`src/rtl/stack_frame_ctrl_if.sv`:
```
// stack_frame_ctrl_if: bundle of the decoder request/response signals and the
// SuperStack op bus used by stack_frame_ctrl.
//   master : controller side (drives ready/done/err/frame_depth and stk_* ops)
//   slave  : environment side (decoder requests and SuperStack status)
// Also provides the SuperStack op codes shared with the stack.

`ifndef SS_OPS_DEFINED
`define SS_OPS_DEFINED
`define NONE                 3'd0
`define INDEX_RESET          3'd4
`define INDEX_RESET_AND_PUSH 3'd5
`endif

interface stack_frame_ctrl_if #(
    parameter int WIDTH  = 8,
    parameter int DEPTH  = 1,
    parameter int FRAMES = 4
);
    localparam int FW = $clog2(FRAMES + 1);

    // decoder side
    logic             call_valid;
    logic [DEPTH:0]   call_nargs;
    logic             ret_valid;
    logic             ret_has_result;
    logic             ready;
    logic             done;
    logic [2:0]       err;
    logic [FW-1:0]    frame_depth;

    // SuperStack side
    logic             stk_own;
    logic [2:0]       stk_op;
    logic [WIDTH-1:0] stk_data;
    logic [DEPTH:0]   stk_offset;
    logic [DEPTH:0]   stk_underflow_limit;
    logic [DEPTH:0]   stk_index;
    logic [WIDTH-1:0] stk_out;
    logic [1:0]       stk_error;

    modport master (
        input  call_valid, call_nargs, ret_valid, ret_has_result,
        input  stk_index, stk_out, stk_error,
        output ready, done, err, frame_depth,
        output stk_own, stk_op, stk_data, stk_offset, stk_underflow_limit
    );

    modport slave (
        output call_valid, call_nargs, ret_valid, ret_has_result,
        output stk_index, stk_out, stk_error,
        input  ready, done, err, frame_depth,
        input  stk_own, stk_op, stk_data, stk_offset, stk_underflow_limit
    );
endinterface

```
`src/rtl/stack_frame_ctrl.sv`:
```
// stack_frame_ctrl: call/return sequencer driving the SuperStack op bus.
// A call raises underflow_limit to the new frame base (protecting the caller's
// operands) and saves the old limit. A return collapses the frame to its base,
// optionally re-pushes the result, and restores the caller's limit.
// Ports:
//   clk, reset : clock, asynchronous active-high reset
//   bus        : stack_frame_ctrl_if.master (requests, status, stk_* op bus)
// All outputs are registered.

module stack_frame_ctrl #(
    parameter int WIDTH  = 8,
    parameter int DEPTH  = 1,
    parameter int FRAMES = 4
) (
    input  logic               clk,
    input  logic               reset,
    stack_frame_ctrl_if.master bus
);
    localparam int FW = $clog2(FRAMES + 1);
    localparam logic [1:0] ERR_NONE = 2'd0;

    typedef enum logic [1:0] {S_IDLE, S_RET_OP, S_RET_CHK, S_DONE} state_t;

    state_t           r_state, w_nstate;
    logic             r_ready, r_done, r_own;
    logic [2:0]       r_err, w_err;
    logic [FW-1:0]    r_depth, w_depth;
    logic [2:0]       r_op, w_op;
    logic [WIDTH-1:0] r_data, w_data;
    logic [DEPTH:0]   r_offset, w_offset;
    logic [DEPTH:0]   r_limit, w_limit;
    logic             w_own, w_save_we;
    logic [DEPTH:0]   w_avail, w_save_top;
    logic [DEPTH:0]   r_save [FRAMES];

    assign w_avail = bus.stk_index - r_limit;

    // caller's saved limit for the innermost frame (save[frame_depth-1])
    always_comb begin
        w_save_top = '0;
        for (int i = 0; i < FRAMES; i++)
            if (FW'(i + 1) == r_depth) w_save_top = r_save[i];
    end

    always_ff @(posedge clk or posedge reset) begin
        if (reset) r_state <= S_IDLE;
        else       r_state <= w_nstate;
    end

    always_comb begin
        w_nstate  = r_state;
        w_err     = r_err;
        w_depth   = r_depth;
        w_limit   = r_limit;
        w_own     = 1'b0;
        w_op      = `NONE;
        w_data    = '0;
        w_offset  = '0;
        w_save_we = 1'b0;
        case (r_state)
            S_IDLE: begin
                // return wins over a simultaneous call; the call stays pending
                if (bus.ret_valid) begin
                    w_nstate = S_DONE;
                    if (r_depth == '0)
                        w_err = 3'd2;
                    else if (bus.ret_has_result && w_avail == '0)
                        w_err = 3'd4;
                    else begin
                        // op bus values for RET_OP are set up here so they
                        // leave registers during that cycle
                        w_nstate = S_RET_OP;
                        w_own    = 1'b1;
                        w_offset = r_limit;
                        w_op     = bus.ret_has_result ? `INDEX_RESET_AND_PUSH
                                                      : `INDEX_RESET;
                        w_data   = bus.ret_has_result ? bus.stk_out : '0;
                    end
                end else if (bus.call_valid) begin
                    w_nstate = S_DONE;
                    if (r_depth == FW'(FRAMES))
                        w_err = 3'd1;
                    else if (bus.call_nargs > w_avail)
                        w_err = 3'd3;
                    else begin
                        w_err     = 3'd0;
                        w_save_we = 1'b1;
                        w_limit   = bus.stk_index - bus.call_nargs;
                        w_depth   = r_depth + FW'(1);
                    end
                end
            end
            S_RET_OP: begin
                w_nstate = S_RET_CHK;
                w_limit  = w_save_top;
                w_depth  = r_depth - FW'(1);
            end
            S_RET_CHK: begin
                // frame is already popped; only the status is reported
                w_nstate = S_DONE;
                w_err    = (bus.stk_error != ERR_NONE) ? 3'd5 : 3'd0;
            end
            S_DONE: w_nstate = S_IDLE;
            default: w_nstate = S_IDLE;
        endcase
    end

    always_ff @(posedge clk or posedge reset) begin
        if (reset) begin
            r_ready  <= 1'b1;
            r_done   <= 1'b0;
            r_err    <= '0;
            r_depth  <= '0;
            r_own    <= 1'b0;
            r_op     <= `NONE;
            r_data   <= '0;
            r_offset <= '0;
            r_limit  <= '0;
            for (int i = 0; i < FRAMES; i++) r_save[i] <= '0;
        end else begin
            r_ready  <= (w_nstate == S_IDLE);
            r_done   <= (w_nstate == S_DONE);
            r_err    <= w_err;
            r_depth  <= w_depth;
            r_own    <= w_own;
            r_op     <= w_op;
            r_data   <= w_data;
            r_offset <= w_offset;
            r_limit  <= w_limit;
            for (int i = 0; i < FRAMES; i++)
                if (w_save_we && FW'(i) == r_depth) r_save[i] <= r_limit;
        end
    end

    assign bus.ready               = r_ready;
    assign bus.done                = r_done;
    assign bus.err                 = r_err;
    assign bus.frame_depth         = r_depth;
    assign bus.stk_own             = r_own;
    assign bus.stk_op              = r_op;
    assign bus.stk_data            = r_data;
    assign bus.stk_offset          = r_offset;
    assign bus.stk_underflow_limit = r_limit;
endmodule

```
`src/flat_wrapper.sv`:
```
// flat-port wrapper written by rule: the top's interface ports become plain ports
module stack_frame_ctrl_flat 
#(
    parameter int WIDTH  = 8,
    parameter int DEPTH  = 1,
    parameter int FRAMES = 4
)
  (clk, reset, bus_call_valid, bus_call_nargs, bus_ret_valid, bus_ret_has_result, bus_stk_index, bus_stk_out, bus_stk_error, bus_ready, bus_done, bus_err, bus_frame_depth, bus_stk_own, bus_stk_op, bus_stk_data, bus_stk_offset, bus_stk_underflow_limit);
  stack_frame_ctrl_if #(.WIDTH(WIDTH), .DEPTH(DEPTH), .FRAMES(FRAMES)) bus_i ();
  input  logic clk;
  input  logic reset;
  input wire logic [$bits(bus_i.call_valid)-1:0] bus_call_valid;
  input wire logic [$bits(bus_i.call_nargs)-1:0] bus_call_nargs;
  input wire logic [$bits(bus_i.ret_valid)-1:0] bus_ret_valid;
  input wire logic [$bits(bus_i.ret_has_result)-1:0] bus_ret_has_result;
  input wire logic [$bits(bus_i.stk_index)-1:0] bus_stk_index;
  input wire logic [$bits(bus_i.stk_out)-1:0] bus_stk_out;
  input wire logic [$bits(bus_i.stk_error)-1:0] bus_stk_error;
  output wire logic [$bits(bus_i.ready)-1:0] bus_ready;
  output wire logic [$bits(bus_i.done)-1:0] bus_done;
  output wire logic [$bits(bus_i.err)-1:0] bus_err;
  output wire logic [$bits(bus_i.frame_depth)-1:0] bus_frame_depth;
  output wire logic [$bits(bus_i.stk_own)-1:0] bus_stk_own;
  output wire logic [$bits(bus_i.stk_op)-1:0] bus_stk_op;
  output wire logic [$bits(bus_i.stk_data)-1:0] bus_stk_data;
  output wire logic [$bits(bus_i.stk_offset)-1:0] bus_stk_offset;
  output wire logic [$bits(bus_i.stk_underflow_limit)-1:0] bus_stk_underflow_limit;
  assign bus_i.call_valid = bus_call_valid;
  assign bus_i.call_nargs = bus_call_nargs;
  assign bus_i.ret_valid = bus_ret_valid;
  assign bus_i.ret_has_result = bus_ret_has_result;
  assign bus_i.stk_index = bus_stk_index;
  assign bus_i.stk_out = bus_stk_out;
  assign bus_i.stk_error = bus_stk_error;
  assign bus_ready = bus_i.ready;
  assign bus_done = bus_i.done;
  assign bus_err = bus_i.err;
  assign bus_frame_depth = bus_i.frame_depth;
  assign bus_stk_own = bus_i.stk_own;
  assign bus_stk_op = bus_i.stk_op;
  assign bus_stk_data = bus_i.stk_data;
  assign bus_stk_offset = bus_i.stk_offset;
  assign bus_stk_underflow_limit = bus_i.stk_underflow_limit;
  stack_frame_ctrl #(.WIDTH(WIDTH), .DEPTH(DEPTH), .FRAMES(FRAMES)) u_core (.clk(clk), .reset(reset), .bus(bus_i));
endmodule
```
`config.mk`:
```
export PLATFORM = sky130hd
export DESIGN_NAME = stack_frame_ctrl_flat
export DESIGN_NICKNAME = d
export VERILOG_FILES = /design/src/rtl/stack_frame_ctrl_if.sv /design/src/rtl/stack_frame_ctrl.sv /design/src/flat_wrapper.sv
export SDC_FILE = /design/constraint.sdc
export NUM_CORES = 1
export LEC_CHECK = 0
export ABC_AREA = 1
export CORE_UTILIZATION = 44
export CTS_CLUSTER_DIAMETER = 60
export DETAILED_ROUTE_END_ITERATION = 16
export PLACE_DENSITY = 0.75
export SKIP_LAST_GASP = 1
export SLEW_MARGIN = 10
export SYNTH_ARGS = -nofsm -noshare
export SYNTH_HDL_FRONTEND = slang
export SYNTH_SLANG_ARGS = --single-unit
```
`constraint.sdc`:
```
create_clock -name clk -period 2 [get_ports clk]
set_input_delay 0.2 -clock clk [delete_from_list [all_inputs] [get_ports clk]]
set_output_delay 0.2 -clock clk [all_outputs]
set_load 0.01 [all_outputs]
```
==> flow_summary.toml <==
[yosys]
synth-edff-count = 0
ys_top_cells_by_area = "dfrtp_1, ha_1, nand2_1, inv_1, nor2_1"
ys_ff_latch = 32
yosysSeqAreaShare_pct = 45.5
synth_fp_nets = 238
synth_top_area_cell = "dfrtp_1"
synth_area_per_cell_sq_um = 8.56
synth_area_sq_mm = 0.00176
netlist.area_leader.share_pct = 44.0
dominantRegCellSynth = "dfrtp_1"
syn_inst = 206
async_reset_ff_share_pct = 100
yosysWarnings = 0
synthDistinctLibCells = 26

[finish]
fin_area_sq_mm = 0.00239
syn_to_final_growth_pct = 35.3
nFillCells = 325
antennaDiodeCount = 0
nets = 289
drive_gt1_share_pct = 16.3

[pwr]
peakVddDrop_mv = 0.796
p_seq_share_pct = 32.1
power_switching_mw = 1.33
power.share.switching_pct = 41.3
p_comb_share_pct = 52.3
p_per_area_mw_per_mm2 = 1350
p_int_mw = 1.89
p_leak_nw = 1.23
power_mw = 3.22
p_clk_share_pct = 15.6

[critical_path]
rr_endpoint = "u_core.bus.frame_depth[2]"
timing.rr.start = "u_core.bus.stk_underflow_limit[0]"
required_ns = 2.16
path_cells = "ha_4 -> nand2_2 -> nand2_1 -> nand2_1 -> nand2_2 -> ha_4 -> inv_2 -> o21bai_1 -> nand2_2 -> nand3_4 -> nand2_4 -> o211ai_1 -> o21ai_1"
max_stage_delay_ns = 0.41
crit_start = "u_core.bus.stk_underflow_limit[0]"
crit_path_start_kind = "flop"
path_depth = 13
cpMaxStageDelayCell = "dfrtp_1"
critPathBufInv = 1
setup.worst_path.end_class = "flop"
cp.arrival_ns = 2.18
critPathMaxFanout = 7
cpLargestDelayFamily = "simple AND/OR/NAND/NOR gates"
path_common_cell = "nand2_2"
critPathKind = "reg2reg"
r2r_cells = 13
crit_end = "u_core.bus.frame_depth[2]"
worst-r2r-setup-slack_ns = -0.02

[worst_hold_path]
hold_class = "in2async"

[sta]
clock_skew_ns = 0.00492
slew_violations = 0
rsz0062_at_grt = "yes"
hold_viol = 0
post-route-min-period_ns = 2.02
hold_slack_ns = 0.301
period_share_pct = 101
fin_ws_ns = -0.0233
setup_tns_ns = -0.0233
setup_viol = 1
max_freq_mhz = 494

[drt]
final_antenna_net_count = 0
wl_per_cell_um = 11.4
vias = 1406
drt-total-wl_mm = 3.48
viasPerCell = 4.59
drtIter0Drc = 56
drt_first_pass_iters = 4
drc = 0

[grt]
grt_pass1_vias = 1336
grtUsageTotal_pct = 18.4
antenna_found_initial = 0
gr-total-overflow = 0
grt_pass1_wl_mm = 5.83
grt_max_degree = 33

[clock_network]
clockBufferDepth = 2
ctsHoldBuffers = 0
clock-root-buffer = "clkbuf_8"
clock_latency_ns = 0.28
cts_tree = "yes"
cts_setup_buffers = 0
path_clk_slew_ns = 0.07
cts_made_buffers = 5
cts.sinks = 32
cts_max_level = 2

[place]
io_buffers = 41
place_area_sq_mm = 0.00225
routabilityCongestion = 0.797
dp_hpwl_mm = 2.66
preCtsSetupSlack_ns = -0.331

[floorplanning]
die_x_um = 65.3
start_util_pct = 47.1
die_y_um = 65.3
coreArea_sq_mm = 0.00374
die_area_sq_mm = 0.00427
ios = 43
rows = 22

[flow_run]
drv_cap = 0

[outcome]
violations = "setup timing"
status = "finished, violations left"
## flip-flops by register name, summed over array words and instances (netlist names)
name,cells
u_core.bus.ready,1
u_core.bus.frame_depth,3
u_core.r_state,2
u_core.r_save,8
u_core.bus.stk_own,1
u_core.bus.stk_data,8
u_core.bus.done,1
u_core.bus.stk_op,1
u_core.bus.stk_offset,2
u_core.bus.err,3
u_core.bus.stk_underflow_limit,2
## stage by stage
step           cells  util (%)
6_report         306      63.8
5_1_grt          306      63.8
4_1_cts          306      63.4
3_5_place_dp     298      60.2
3_3_place_gp     298      60.2
2_1_floorplan    206         -
## cells in the mapped netlist (2+ instances only)
cell     number
nand2_1      43
inv_1        39
dfrtp_1      31
nor2_1       20
ha_1         13
o21ai_0      10
a21oi_1       9
nand3_1       9
inv_2         3
nand2_4       3
nor2_4        3
o21a_1        3
xor2_1        3
buf_4         2
nand2_2       2
nand3_2       2
nor3_4        2
## worst register-to-register path, stage by stage, from the launching register on
cell	delay, ns
dfrtp_1	0.41
ha_4	0.18
nand2_2	0.06
nand2_1	0.05
nand2_1	0.07
nand2_2	0.08
ha_4	0.28
inv_2	0.03
o21bai_1	0.16
nand2_2	0.11
nand3_4	0.18
nand2_4	0.12
o211ai_1	0.11
o21ai_1	0.09
## worst min-delay path by stage
stage                                   endpoint  depth (start not counted)         startpoint
after global routing      u_core.bus.stk_data[5]                          3              reset
after global placement         u_core.bus.err[0]                          2  u_core.bus.err[0]
after floorplan           u_core.bus.stk_data[0]                          2     bus_stk_out[0]
after CTS                 u_core.bus.stk_data[5]                          3              reset
final                     u_core.bus.stk_data[5]                          3              reset
after detailed placement       u_core.bus.err[0]                          2  u_core.bus.err[0]
## cell type report
class                   count  area, sq um  share of cell area (%)
clock buffers               6         82.6                    3.46
clock inverters             2         10.0                   0.419
inverters                  43          166                    6.97
multi-input cells         128          808                    33.9
flip-flops and latches     32          802                    33.6
well taps                  48         60.1                    2.52
repair buffers             47          458                    19.2
## cells in the final DEF, fill, tap and decap left out, types with 3 or more instances in the layout
master	count
nand2_1	40
ha_1	11
buf_4	5
xor2_1	3
clkdlybuf4s50_1	40
nand2_2	5
nand2_4	3
inv_1	36
nand3_1	9
nor2_1	19
a21oi_1	9
o21ai_0	7
dfrtp_1	31
o21a_1	3
nor2_4	3
clkbuf_8	6
inv_2	6
## power by group through the flow
stage          Clock, mW  Sequential (mW)  Combinational [mW]
2_1_floorplan          0             1.07               0.996
3_3_place_gp           0             1.04                1.54
3_5_place_dp           0             1.05                1.57
4_1_cts            0.508             1.04                1.63
5_1_grt            0.529             1.07                1.89
6_report           0.502             1.03                1.69
## metal layers
metal | track usage, % | share of wire, % | vias up
li1 | - | - | 735
met1 | 23.4 | 46 | 631
met2 | 29.6 | 48 | 31
met3 | 3.99 | 3.2 | 9
met4 | 8.42 | 2.2 | 0
met5 | 0 | 0 | -
## logic make-up (layout without fill, tap and decap cells)
family	count (synthesis)	in the layout	share of synthesized area (%)
other	1	1	0.213
AO/OA/AOI/OAI	25	25	7.87
adder cells (fa/ha/maj)	13	13	9.22
AND/OR/NAND/NOR	86	86	24.8
buffers and inverters	46	98	10.9
flip-flops	32	32	45.5
XOR/XNOR	3	3	1.49
## repair_timing
action / in CTS / in global routing
setup endpoints to repair: 11 / 15
gates resized for setup: 10 / 6
pin swaps: 9 / 14
No activity file was read; power rests on OpenSTA's default activity.
